<file path="src/rtl/write_alert_logger_if.sv">
// Alert-stream and readout bundle for write_alert_logger.
// master: the side that drives alerts and consumes log entries.
// slave:  the logger itself.
// Optional WRITE_ALERT_TIMESTAMP_EN adds the rd_timestamp signal.
interface write_alert_logger_if;

    // Upstream alert stream from the memory write monitor
    logic       alert_valid;
    logic [1:0] alert_module_id;
    logic [3:0] alert_addr;
    logic [3:0] alert_data;

    // First-word-fall-through readout
    logic       rd_ready;
    logic       rd_valid;
    logic [1:0] rd_module_id;
    logic [3:0] rd_addr;
    logic [3:0] rd_data;
`ifdef WRITE_ALERT_TIMESTAMP_EN
    logic [15:0] rd_timestamp;
`endif

    modport master (
        output alert_valid, alert_module_id, alert_addr, alert_data, rd_ready,
        input  rd_valid, rd_module_id, rd_addr, rd_data
`ifdef WRITE_ALERT_TIMESTAMP_EN
        , input rd_timestamp
`endif
    );

    modport slave (
        input  alert_valid, alert_module_id, alert_addr, alert_data, rd_ready,
        output rd_valid, rd_module_id, rd_addr, rd_data
`ifdef WRITE_ALERT_TIMESTAMP_EN
        , output rd_timestamp
`endif
    );

endinterface

</file>
<file path="src/rtl/write_alert_logger.sv">
// Converts level-held write alerts into discrete events, queues them in a
// first-word-fall-through FIFO, and tracks per-module saturating violation
// counters with sticky lockout flags for the bus-side write blocker.
// Define WRITE_ALERT_TIMESTAMP_EN to store a 16-bit cycle stamp per entry
// and expose it on bus.rd_timestamp.
module write_alert_logger #(
    parameter int unsigned DEPTH       = 8,
    parameter int unsigned CNT_W       = 4,
    parameter int unsigned LOCK_THRESH = 3
) (
    input  logic                     clk,
    input  logic                     rst,
    write_alert_logger_if.slave      bus,
    output logic [$clog2(DEPTH):0]   fifo_count,
    output logic                     overflow,
    output logic [7:0]               drop_count,
    input  logic [3:0]               clear_lockout,
    output logic [3:0]               lockout,
    output logic [4*CNT_W-1:0]       viol_count
);

    localparam int unsigned AW = $clog2(DEPTH);
    localparam int unsigned CW = AW + 1;
    localparam int unsigned PW = 10;  // {module_id, addr, data}
`ifdef WRITE_ALERT_TIMESTAMP_EN
    localparam int unsigned EW = PW + 16;
`else
    localparam int unsigned EW = PW;
`endif

    localparam logic [CW-1:0]    FULL_CNT = CW'(DEPTH);
    localparam logic [CNT_W-1:0] CNT_MAX  = {CNT_W{1'b1}};
    localparam logic [CNT_W-1:0] THRESH   = CNT_W'(LOCK_THRESH);

    // ------------------------------------------------------------------
    // Event detection
    // ------------------------------------------------------------------
    logic [PW-1:0] payload;
    logic          prev_valid_q;
    logic [PW-1:0] prev_payload_q;
    logic          new_event;

    assign payload = {bus.alert_module_id, bus.alert_addr, bus.alert_data};

    // A held alert logs once; a rising edge or a payload change is a new event.
    assign new_event = bus.alert_valid &&
                       (!prev_valid_q || (payload != prev_payload_q));

    // History of last cycle's alert, sampled every cycle
    always_ff @(posedge clk) begin
        if (rst) begin
            prev_valid_q   <= 1'b0;
            prev_payload_q <= '0;
        end else begin
            prev_valid_q   <= bus.alert_valid;
            prev_payload_q <= payload;
        end
    end

    // ------------------------------------------------------------------
    // Optional free-running timestamp
    // ------------------------------------------------------------------
    logic [EW-1:0] entry;

`ifdef WRITE_ALERT_TIMESTAMP_EN
    logic [15:0] ts_q;

    // Free-running cycle counter, wraps naturally at 16 bits
    always_ff @(posedge clk) begin
        if (rst) begin
            ts_q <= '0;
        end else begin
            ts_q <= ts_q + 16'd1;
        end
    end

    assign entry = {ts_q, payload};
`else
    assign entry = payload;
`endif

    // ------------------------------------------------------------------
    // FIFO
    // ------------------------------------------------------------------
    logic [EW-1:0] mem_q [DEPTH];
    logic [AW-1:0] wr_ptr_q, wr_ptr_d;
    logic [AW-1:0] rd_ptr_q, rd_ptr_d;
    logic [CW-1:0] count_q, count_d;
    logic          full;
    logic          not_empty;
    logic          push;
    logic          pop;
    logic          drop;

    assign not_empty = (count_q != '0);
    assign full      = (count_q == FULL_CNT);
    assign pop       = not_empty && bus.rd_ready;
    // A pop in the same cycle frees the slot, so a full FIFO still accepts.
    assign push      = new_event && (!full || pop);
    assign drop      = new_event && full && !pop;

    // Pointer and occupancy next-state; pointers wrap since DEPTH is 2^AW
    always_comb begin
        wr_ptr_d = wr_ptr_q;
        rd_ptr_d = rd_ptr_q;
        count_d  = count_q;
        if (push) begin
            wr_ptr_d = wr_ptr_q + AW'(1);
        end
        if (pop) begin
            rd_ptr_d = rd_ptr_q + AW'(1);
        end
        unique case ({push, pop})
            2'b10:   count_d = count_q + CW'(1);
            2'b01:   count_d = count_q - CW'(1);
            default: count_d = count_q;
        endcase
    end

    // Pointer and occupancy registers
    always_ff @(posedge clk) begin
        if (rst) begin
            wr_ptr_q <= '0;
            rd_ptr_q <= '0;
            count_q  <= '0;
        end else begin
            wr_ptr_q <= wr_ptr_d;
            rd_ptr_q <= rd_ptr_d;
            count_q  <= count_d;
        end
    end

    // Storage array; contents are don't-care until covered by count_q
    always_ff @(posedge clk) begin
        if (push) begin
            mem_q[wr_ptr_q] <= entry;
        end
    end

    // ------------------------------------------------------------------
    // Drop tracking
    // ------------------------------------------------------------------
    logic       overflow_q;
    logic [7:0] drop_cnt_q;

    // Sticky overflow and saturating drop counter; only rst clears them
    always_ff @(posedge clk) begin
        if (rst) begin
            overflow_q <= 1'b0;
            drop_cnt_q <= '0;
        end else if (drop) begin
            overflow_q <= 1'b1;
            if (drop_cnt_q != 8'hFF) begin
                drop_cnt_q <= drop_cnt_q + 8'd1;
            end
        end
    end

    // ------------------------------------------------------------------
    // Per-module violation counters and lockout
    // ------------------------------------------------------------------
    logic [3:0][CNT_W-1:0] cnt_q, cnt_d;
    logic [3:0]            lock_q, lock_d;

    // Count every event, logged or dropped; clear beats a same-cycle increment
    always_comb begin
        cnt_d  = cnt_q;
        lock_d = lock_q;
        for (int k = 0; k < 4; k++) begin
            if (clear_lockout[k]) begin
                cnt_d[k]  = '0;
                lock_d[k] = 1'b0;
            end else if (new_event && (bus.alert_module_id == 2'(k)) &&
                         (cnt_q[k] != CNT_MAX)) begin
                cnt_d[k] = cnt_q[k] + CNT_W'(1);
                if (cnt_d[k] == THRESH) begin
                    lock_d[k] = 1'b1;
                end
            end
        end
    end

    // Counter and lockout registers
    always_ff @(posedge clk) begin
        if (rst) begin
            cnt_q  <= '0;
            lock_q <= '0;
        end else begin
            cnt_q  <= cnt_d;
            lock_q <= lock_d;
        end
    end

    // ------------------------------------------------------------------
    // Outputs
    // ------------------------------------------------------------------
    logic [EW-1:0] head;

    // Head entry, forced to zero while empty
    always_comb begin
        head = '0;
        if (not_empty) begin
            head = mem_q[rd_ptr_q];
        end
    end

    assign bus.rd_valid     = not_empty;
    assign bus.rd_module_id = head[9:8];
    assign bus.rd_addr      = head[7:4];
    assign bus.rd_data      = head[3:0];
`ifdef WRITE_ALERT_TIMESTAMP_EN
    assign bus.rd_timestamp = head[EW-1:PW];
`endif

    assign fifo_count = count_q;
    assign overflow   = overflow_q;
    assign drop_count = drop_cnt_q;
    assign lockout    = lock_q;
    assign viol_count = cnt_q;

endmodule

</file>
<file path="src/flat_wrapper.sv">
// flat-port wrapper written by rule: the top's interface ports become plain ports
module write_alert_logger_flat 
#(
    parameter int unsigned DEPTH       = 8,
    parameter int unsigned CNT_W       = 4,
    parameter int unsigned LOCK_THRESH = 3
)
  (clk, rst, fifo_count, overflow, drop_count, clear_lockout, lockout, viol_count, bus_alert_valid, bus_alert_module_id, bus_alert_addr, bus_alert_data, bus_rd_ready, bus_rd_valid, bus_rd_module_id, bus_rd_addr, bus_rd_data);
  write_alert_logger_if bus_i ();
  input  logic clk;
  input  logic rst;
  output logic [$clog2(DEPTH):0] fifo_count;
  output logic overflow;
  output logic [7:0] drop_count;
  input  logic [3:0] clear_lockout;
  output logic [3:0] lockout;
  output logic [4*CNT_W-1:0] viol_count;
  input wire logic [$bits(bus_i.alert_valid)-1:0] bus_alert_valid;
  input wire logic [$bits(bus_i.alert_module_id)-1:0] bus_alert_module_id;
  input wire logic [$bits(bus_i.alert_addr)-1:0] bus_alert_addr;
  input wire logic [$bits(bus_i.alert_data)-1:0] bus_alert_data;
  input wire logic [$bits(bus_i.rd_ready)-1:0] bus_rd_ready;
  output wire logic [$bits(bus_i.rd_valid)-1:0] bus_rd_valid;
  output wire logic [$bits(bus_i.rd_module_id)-1:0] bus_rd_module_id;
  output wire logic [$bits(bus_i.rd_addr)-1:0] bus_rd_addr;
  output wire logic [$bits(bus_i.rd_data)-1:0] bus_rd_data;
  assign bus_i.alert_valid = bus_alert_valid;
  assign bus_i.alert_module_id = bus_alert_module_id;
  assign bus_i.alert_addr = bus_alert_addr;
  assign bus_i.alert_data = bus_alert_data;
  assign bus_i.rd_ready = bus_rd_ready;
  assign bus_rd_valid = bus_i.rd_valid;
  assign bus_rd_module_id = bus_i.rd_module_id;
  assign bus_rd_addr = bus_i.rd_addr;
  assign bus_rd_data = bus_i.rd_data;
  write_alert_logger #(.DEPTH(DEPTH), .CNT_W(CNT_W), .LOCK_THRESH(LOCK_THRESH)) u_core (.clk(clk), .rst(rst), .bus(bus_i), .fifo_count(fifo_count), .overflow(overflow), .drop_count(drop_count), .clear_lockout(clear_lockout), .lockout(lockout), .viol_count(viol_count));
endmodule
</file>
<file path="config.mk">
export PLATFORM = sky130hd
export DESIGN_NAME = write_alert_logger_flat
export DESIGN_NICKNAME = d
export VERILOG_FILES = /design/src/rtl/write_alert_logger_if.sv /design/src/rtl/write_alert_logger.sv /design/src/flat_wrapper.sv
export SDC_FILE = /design/constraint.sdc
export NUM_CORES = 1
export LEC_CHECK = 0
export ABC_AREA = 0
export BUFFER_PORTS_ARGS = -buffer_cell sky130_fd_sc_hd__buf_2
export CAP_MARGIN = 15
export CORE_UTILIZATION = 60
export DETAILED_ROUTE_END_ITERATION = 8
export HOLD_SLACK_MARGIN = 0.05
export PLACE_DENSITY = 0.87
export SLEW_MARGIN = 20
export SYNTH_ARGS = -nofsm -noshare
export SYNTH_HDL_FRONTEND = slang
export SYNTH_SLANG_ARGS = --single-unit
</file>
<file path="constraint.sdc">
create_clock -name clk -period 7.25 [get_ports clk]
set_clock_uncertainty 0.2 [all_clocks]
set_input_delay 1.0875 -clock clk [delete_from_list [all_inputs] [get_ports clk]]
set_output_delay 1.0875 -clock clk [all_outputs]
set_load 0.01 [all_outputs]
</file>
==> results.md, run 1 <==
* DRC viols at 0
* Die width at 99.4 µm
* Remaining antenna violation count at 0
* Inserted Clock Buffers at 17
* Fin crit period at 3.99 ns
* Period utilization at 55.0%
* Worst-Margin Slew at 1.12 ns
* Final setup fails at 0
* Total Routing Usage GR at 25.1%
* Power consumption at 2.14 mW
* Number of synthesized flops with an enable pin at 80
* Die Span Y at 99.4 µm
* YS warnings at 0
* Slew HR at 25.1%
* DRT Wirelength at 11.5 mm
* Main area contributors after synthesis: edfxtp_1, dfxtp_1, mux4_2
* Max Slew Vio Count at 0
* Initial core utilization at 61.9%
* Post-CTS resize count at 0
* Layout area overhead at 17.3%
* Iter 0 DRT Violations at 193
* GPL Wtd Cong at 0.822
* Inst Count DP at 592
* I/O Buffers at 61
* Post-synth cell types at 50
* Share of power burned in registers at 41.1%
* Max clock buf depth at 2
* RSZ-0062 raised after global routing: no
* First-pass GRT wire length at 18.2 mm
* Share of cells above drive strength 1 at 26.3%
* Setup_tns at 0 ns
* DP Area at 6110 µm²
* Clock Sinks at 133
* Post-Syn Area per Cell at 13.1 µm²
* Nature of the critical path startpoint: input port
* Via count at 3745
* Flop and latch count out of synthesis at 133
* Drt wl/cell at 18.4 µm
* Crit end category: flop
* Remaining Overflow, GRT at 0
* Core Area at 9200 µm²
* Area leader, netlist: edfxtp_1
* Depth of the CTS H-tree at 4
* Mapped Area at 5690 µm²
* Maxcap violations at 0
* Mapped Cells at 433
* Status: complete, no violations
* Util after Layout at 72.6%
* Most frequent cells in the layout: edfxtp_1, buf_2, dfxtp_1, nor2_1
* Post-synthesis sequential area ratio at 60.9%
* Commonest non-fill, non-tap cell in the layout: edfxtp_1
* Nets at 532
* CTS tree: done
* Critical Path RT at 7.49 ns
* Non-Filler Instances at 624
* Final Hold Vio Count at 0
* Crit path max fanout at 16
* Postcts setup bufs at 0
* P per Cell Area at 321 nW/µm²
* Worst-skew pair later-pin latency at 0.52 ns
* Async set-reset flop share out of synthesis at 0%
* Max VDD drop at 174 µV
* Vias in the first global route at 3638
* Sw Pwr at 0.602 mW
* Routed vias/inst at 6.00
* Rows at 35
* FMAX at 251 MHz
* Comb pwr share at 20.6%
* Largest net degree at the start of global routing at 48
* Hpwl dp at 7.09 mm
* Clk slew on worst S/H paths at 0.06 ns
* Die area at 9880 µm²
* Setup CP Type: in -> reg
* CTS Hold Bufs at 0
* Syn Nets at 465
* Worst EP arrival at 4.23 ns
* Top-level I/O count at 62
* Hold Path Class: reg -> reg
* Int Power at 1.54 mW
* Post-synth top flop: edfxtp_1
* Clock share of power at 38.3%
* Switching Fraction at 28.1%
* TritonRoute pass-1 iters at 5
* Root buf cell: clkbuf_8
* Share of the synthesized area in the top cell type at 42.2%
* Fin area at 6680 µm²
* N_diodes at 0
* Static leakage at 2.51 nW
* Initial antenna violation count at 0
==> layer usage <==
layer	GRT usage, %	wire length [µm]
met5	0	0
met4	9.39	125
met3	7.24	622
met2	42.5	5870
met1	30.6	4860
==> power by group through the flow <==
| stage | Combinational, mW | Sequential, mW | Clock [mW] |
|---|---|---|---|
| floorplan | 0.319 | 0.886 | 0 |
| global placement | 0.432 | 0.893 | 0 |
| detailed placement | 0.445 | 0.896 | 0 |
| CTS | 0.450 | 0.881 | 0.830 |
| global route | 0.490 | 0.886 | 0.863 |
| finish | 0.442 | 0.880 | 0.822 |
==> area by class of cell <==
class	instances	area (µm²)
flip-flops and latches	133	3460
clock inverters	13	145
inverters	10	37.5
repair buffers	66	343
clock buffers	19	422
multi-input cells	272	2130
fillers	595	2520
well taps	111	139
==> critical path: stages <==
cell	delay (ns)
buf_2	0.15
xor2_1	0.16
nor4_1	0.66
a31oi_2	0.48
nand2_1	0.37
ha_1	0.31
xor2_1	0.17
ha_1	0.16
a21oi_1	0.05
xor2_1	0.16
or3_1	0.32
a21oi_1	0.14
==> path summary, 6_finish.rpt <==
kind | cells after the start | startpoint | slack [ns] | endpoint
min reg2reg | 2 | u_core.lockout[1]$_SDFFE_PP0P_ | 0.26 | u_core.lockout[1]$_SDFFE_PP0P_
max reg2reg | 11 | u_core.prev_payload_q[1]$_SDFF_PP0_ | 3.69 | u_core.fifo_count[2]$_SDFFE_PP0P_
max | 12 | bus_alert_data[1] | 3.26 | u_core.fifo_count[2]$_SDFFE_PP0P_
min | 2 | u_core.lockout[1]$_SDFFE_PP0P_ | 0.26 | u_core.lockout[1]$_SDFFE_PP0P_
==> metrics by stage <==
step	setup WS, ns	hold slack, ns
floorplan	3.68	0.285
global placement	2.67	0.260
detailed placement	2.79	0.254
CTS	3.31	0.270
global route	3.12	0.319
finish	3.26	0.265
==> kinds of logic after synthesis <==
group / synth area share, %
buffers and inverters: 2.13
AOI/OAI and AO/OA: 7.08
and+or+nand+nor: 13.0
muxes: 11.3
DFF: 60.9
adders and majority gates: 3.08
xor gates and xnor gates: 2.46
==> Yosys cell counts (4+ instances only) <==
cell type / instances
edfxtp_1: 80
and3_1: 5
a311oi_1: 4
o21ai_0: 7
nand4_1: 4
xnor2_1: 4
nor4_1: 4
or3_1: 4
or2_2: 4
nand2_1: 20
a21oi_1: 18
xor2_1: 12
and2_1: 4
nor3_1: 9
mux2_2: 4
a41o_1: 4
nor2b_1: 13
ha_1: 14
nor2_1: 47
mux4_2: 20
dfxtp_1: 53
nand3_1: 13
a31oi_1: 7
mux2i_1: 15
inv_1: 10
buf_2: 4
nand2b_1: 7
clkbuf_1: 9
==> sequential cells by signal, summed over array words and instances (netlist names), named ones only <==
name                   count
u_core.mem_q              80
u_core.viol_count         16
u_core.prev_payload_q     10
u_core.drop_count          8
u_core.fifo_count          4
u_core.lockout             4
u_core.rd_ptr_q            3
u_core.wr_ptr_q            3
u_core.overflow            1
u_core.prev_valid_q        1
(Power assumes the default switching activity.)
==> run 2: changes to the inputs <==
--- a/config.mk
+++ b/config.mk
@@ -8,10 +8,10 @@
 export ABC_AREA = 0
 export BUFFER_PORTS_ARGS = -buffer_cell sky130_fd_sc_hd__buf_2
 export CAP_MARGIN = 15
-export CORE_UTILIZATION = 60
+export CORE_UTILIZATION = 53
 export DETAILED_ROUTE_END_ITERATION = 8
 export HOLD_SLACK_MARGIN = 0.05
-export PLACE_DENSITY = 0.87
+export PLACE_DENSITY = 0.82
 export SLEW_MARGIN = 20
 export SYNTH_ARGS = -nofsm -noshare
 export SYNTH_HDL_FRONTEND = slang
==> constraint.sdc (replaced) <==
create_clock -name clk -period 3.65 [get_ports clk]
set_clock_uncertainty 0.2 [all_clocks]
set_input_delay 0.5475 -clock clk [delete_from_list [all_inputs] [get_ports clk]]
set_output_delay 0.5475 -clock clk [all_outputs]
set_load 0.01 [all_outputs]
==> run 2 against run 1 <==
Compared with the run above:
- register-to-register slack worse by 3.0 ns
- largest power group unchanged
- design area grew 1.2%
- critical path type is now reg -> reg
- global-route usage down 2.8 points
- flip-flop and latch count is the same
- sequential share of layout area down 0.60 points
- critical endpoint unchanged
- combinational power increased by 110%
==> results.md, run 2 (same netlist as run 1, synthesis figures left out) <==
* Status: complete, no violations
* Inserted Clock Buffers at 17
* Largest net degree at the start of global routing at 26
* Period utilization at 81.4%
* Area of the multi-input gates at 2110 µm²
* Vias in the first global route at 3765
* Hold_ws at 0.140 ns
* Crit end category: flop
* Crit path max fanout at 7
* Initial core utilization at 54.9%
* Power consumption at 4.25 mW
* Core Area at 10400 µm²
* Worst-skew pair later-pin latency at 0.51 ns
* DRT Wirelength at 11.5 mm
* Via count at 3823
* Depth of the CTS H-tree at 4
* CTS Hold Bufs at 0
* Util after Layout at 65.1%
* Cell family with most CP delay: simple AND/OR/NAND/NOR gates
* P per Cell Area at 629 nW/µm²
* Root buf cell: clkbuf_8
* Setup Slack @ Placement at 0.561 ns
* N_diodes at 0
* Drt wl/cell at 17.4 µm
* Static leakage at 2.56 nW
* Met2 routed WL at 5.79 mm
* Total Routing Usage GR at 22.3%
* Largest reg by FF count: u_core.mem_q
* Hold Path Class: in -> reg
* Max clock buf depth at 2
* Clock Sinks at 133
* FMAX at 337 MHz
* Layout area overhead at 18.7%
* Nets at 542
* Fillers at 775
* Maxcap violations at 0
* Die Span Y at 106 µm
* CP bufs+invs at 0
* Top-level I/O count at 62
* Rows at 37
* Critical Path RT at 3.89 ns
* Remaining antenna violation count at 0
* Inst Count DP at 626
* Clk slew on worst S/H paths at 0.06 ns
* Final worst slack at 0.679 ns
* DP Area at 6190 µm²
* Met3 wire length at 707 µm
* Setup CP Type: reg -> reg
* RSZ-0062 raised after global routing: no
* Setup_tns at 0 ns
* Remaining Overflow, GRT at 0
* TritonRoute pass-1 iters at 6
* Slew HR at 36.4%
* Fin crit period at 2.97 ns
* Share of cells above drive strength 1 at 26.8%
* Die area at 11200 µm²
* Max reg flops at 80
* Most frequent cells in the layout: edfxtp_1, buf_2, dfxtp_1, nor2_1
* Top layer in use: met4
* Hpwl dp at 7.26 mm
* Initial antenna violation count at 0
* Final Hold Vio Count at 0
* M1 WL at 4.82 mm
* Commonest non-fill, non-tap cell in the layout: edfxtp_1
* Routed vias/inst at 5.80
* Max VDD drop at 431 µV
* Area occupied by registers at 3460 µm²
* Cells along the critical path: or3_4 -> or3b_2 -> nand2_1 -> ha_1 -> xor2_1 -> ha_1 -> a21oi_1 -> xor2_1 -> or3_1 -> a21oi_1
* First-pass GRT wire length at 18.6 mm
* Nature of the critical path startpoint: flop
* CTS tree: done
* Non-Filler Instances at 659
* Worst EP arrival at 3.22 ns
* Fin area at 6750 µm²
* Final setup fails at 0
* DRC viols at 0
* Postcts setup bufs at 0
* Critical-path top delay cell: or3b_2
* Worst-Margin Slew at 0.950 ns
* Die width at 106 µm
* Post-CTS resize count at 0
* I/O Buffers at 61
* Max Slew Vio Count at 0
* CP max stage delay at 0.54 ns
* GPL Wtd Cong at 0.810
* Iter 0 DRT Violations at 202
## run 2: cell count changes in the layout (fill, tap and decap cells not counted), sizes merged
cell	before	now
clkinvlp	3	1
clkinv	2	5
inv	16	15
buf	66	76
## run 2: power breakdown
| group | total, mW | internal (mW) | switching, mW | leakage (nW) |
|---|---|---|---|---|
| clock network | 1.60 | 0.970 | 0.631 | 0.273 |
| logic | 0.917 | 0.429 | 0.488 | 1.13 |
| registers | 1.73 | 1.67 | 0.0574 | 1.16 |
| total | 4.25 | 3.07 | 1.18 | 2.56 |
## run 2: path summary, 6_finish.rpt
check | cells after the start | startpoint | slack, ns | end
worst max register to register | 10 | u_core.fifo_count[0]$_SDFFE_PP0P_ | 0.68 | u_core.fifo_count[2]$_SDFFE_PP0P_
worst max-delay path | 10 | u_core.fifo_count[0]$_SDFFE_PP0P_ | 0.68 | u_core.fifo_count[2]$_SDFFE_PP0P_
worst min register to register | 2 | u_core.lockout[2]$_SDFFE_PP0P_ | 0.28 | u_core.lockout[2]$_SDFFE_PP0P_
worst min-delay path | 1 | bus_alert_data[1] | 0.14 | u_core.mem_q[0][1]$_DFFE_PP_
## run 2: worst reg2reg max path, cell delays in order (launching register included)
cell	delay (ns)
dfxtp_1	0.36
or3_4	0.43
or3b_2	0.54
nand2_1	0.13
ha_1	0.27
xor2_1	0.17
ha_1	0.16
a21oi_1	0.04
xor2_1	0.15
or3_1	0.30
a21oi_1	0.14
## run 2: layout make-up
type	instances	area share, %
clock buffers	19	6.24
clock inverters	13	1.93
inverters	10	0.556
multi-input cells	272	31.3
flip-flops and latches	133	51.3
well taps	136	2.52
repair buffers	76	6.19
## run 2: metal layers
layer	vias to the layer above	GRT usage (%)
met5	-	0
met4	0	8.43
met3	20	6.99
met2	151	37.1
met1	1865	27.2
li1	1787	-
==> run 3: changes to the inputs <==
==> constraint.sdc (replaced) <==
create_clock -name clk -period 2.45 [get_ports clk]
set_clock_uncertainty 0.2 [all_clocks]
set_input_delay 0.3675 -clock clk [delete_from_list [all_inputs] [get_ports clk]]
set_output_delay 0.3675 -clock clk [all_outputs]
set_load 0.01 [all_outputs]
==> run 3 against run 2 <==
Compared with the run above:
- first-iteration DRC count up 11%
- non-clock buffer count grew 49
- the run now ends with negative setup slack left
- critical path depth is 1 higher
==> results.md, run 3 (same netlist as run 1, synthesis figures left out) <==
* Status: finished with violations
* Failing checks: negative setup slack
* I/O Buffers at 61
* Share of power burned in registers at 37.8%
* Initial antenna violation count at 0
* Max clock buf depth at 2
* Switching Fraction at 27.6%
* CTS tree: done
* Power consumption at 6.86 mW
* CP bufs+invs at 0
* Largest reg by FF count: u_core.mem_q
* Worst-Margin Slew at 0.559 ns
* RSZ-0062 raised after global routing: yes
* Initial core utilization at 54.9%
* Core Area at 10400 µm²
* Largest net degree at the start of global routing at 24
* Int Power at 4.97 mW
* DRT Wirelength at 13.5 mm
* Slew HR at 62.6%
* Depth of the CTS H-tree at 4
* FMAX at 377 MHz
* Total Routing Usage GR at 25.4%
* Hpwl dp at 7.99 mm
* Nature of the critical path startpoint: flop
* Worst EP arrival at 2.90 ns
* Inserted Clock Buffers at 17
* Comb pwr share at 27.2%
* Final setup fails at 10
* Fillers at 695
* DRC viols at 0
* Clock Sinks at 133
* Setup CP Type: reg -> reg
* Max VDD drop at 674 µV
* Static leakage at 2.83 nW
* Rows at 37
* Crit end category: flop
* Clk slew on worst S/H paths at 0.06 ns
* GPL Wtd Cong at 0.851
* Drt wl/cell at 19.1 µm
* Util after Layout at 71.1%
* TritonRoute pass-1 iters at 5
* Period utilization at 108%
* Sw Pwr at 1.89 mW
* Fin area at 7370 µm²
* Die area at 11200 µm²
* Iter 0 DRT Violations at 225
* Remaining antenna violation count at 0
* Fin crit period at 2.66 ns
* Clock share of power at 35.0%
* Routed vias/inst at 5.73
* Max reg flops at 80
* P per Cell Area at 930 nW/µm²
* Maxcap violations at 0
* CP max stage delay at 0.46 ns
* Via count at 4057
* DP Area at 6480 µm²
* Share of cells above drive strength 1 at 33.9%
* Remaining Overflow, GRT at 0
* Critical Path RT at 2.70 ns
* N_diodes at 0
* Root buf cell: clkbuf_8
* Critical-path top delay cell: nor3_1
* Cells along the critical path: xor2_1 -> nor3_1 -> a31oi_4 -> nand2_2 -> ha_4 -> xor2_2 -> ha_2 -> a21oi_1 -> xor2_1 -> or3_1 -> a21oi_1
* Die Span Y at 106 µm
* Die width at 106 µm
* Top-level I/O count at 62
* First-pass GRT wire length at 20.9 mm
* Commonest non-fill, non-tap cell in the layout: edfxtp_1
* Crit path max fanout at 2
* Worst-skew pair later-pin latency at 0.51 ns
* Nets at 591
* Layout area overhead at 29.6%
* Vias in the first global route at 4006
* Final Hold Vio Count at 0
* Max Slew Vio Count at 0
* Hold Path Class: in -> reg
* Most frequent cells in the layout: edfxtp_1, buf_2, dfxtp_1, nor2_1, buf_4
* Final worst slack at -0.205 ns
* Cell family with most CP delay: simple AND/OR/NAND/NOR gates
-- run 3: worst min-delay path, delay by kind of cell --
kind	cells	cell delay [ns]
and+or+nand+nor	1	0.09
buffers and inverters	3	0.30
-- run 3: repair_timing --
item / in CTS / in global routing
gates cloned: 3 / 0
resized for setup: 20 / 6
buffers inserted: 4 / 2
hold buffers: 13 / 0
pin swaps: 10 / 5
endpoints found under the setup margin: 22 / 32
endpoints found under the hold margin: 79 / 0
-- run 3: power groups by stage --
stage               clock network [mW]  logic [mW]  registers [mW]
global route                      2.52        1.99            2.60
detailed placement                   0        1.56            2.61
finish                            2.40        1.87            2.59
global placement                     0        1.52            2.59
CTS                               2.42        1.92            2.58
floorplan                            0       0.948            2.62
-- run 3: per-stage QoR --
step / hold WS (ns) / cells / setup WS [ns] / TNS (ns)
4_1_cts: 0.0535 / 708 / -0.181 / -1.35
5_1_grt: 0.0768 / 708 / -0.295 / -2.45
2_1_floorplan: 0.266 / 433 / -0.382 / -9.32
6_report: 0.0877 / 708 / -0.205 / -1.06
3_5_place_dp: 0.258 / 657 / -0.566 / -9.18
3_3_place_gp: 0.259 / 657 / -0.430 / -6.32
-- run 3: layer usage --
layer	vias to the layer above	GRT usage, %	wire (µm)
met3	10	6.68	796
met1	2011	29.2	5390
met4	0	7.34	141
li1	1881	-	-
met2	155	46.4	7200
met5	-	0	0
-- run 3: path summary, 6_finish.rpt --
path	startpoint	endpoint	slack (ns)	cells past startpoint
min reg2reg	u_core.lockout[0]$_SDFFE_PP0P_	u_core.lockout[0]$_SDFFE_PP0P_	0.27	2
min	bus_alert_valid	u_core.prev_valid_q$_SDFF_PP0_	0.09	4
max reg2reg	u_core.prev_payload_q[5]$_SDFF_PP0_	u_core.fifo_count[2]$_SDFFE_PP0P_	-0.21	11
max	u_core.prev_payload_q[5]$_SDFF_PP0_	u_core.fifo_count[2]$_SDFFE_PP0P_	-0.21	11
-- run 3: area by class of cell --
class,instances,area (µm²),share of cell area (%)
Inverter,10,37.5,0.509
Clock buffer,22,453,6.14
Timing Repair Buffer,125,925,12.5
Clock inverter,10,105,1.43
Multi-Input combinational cell,272,2210,30.0
Tap cell,136,170,2.31
Sequential cell,133,3470,47.1
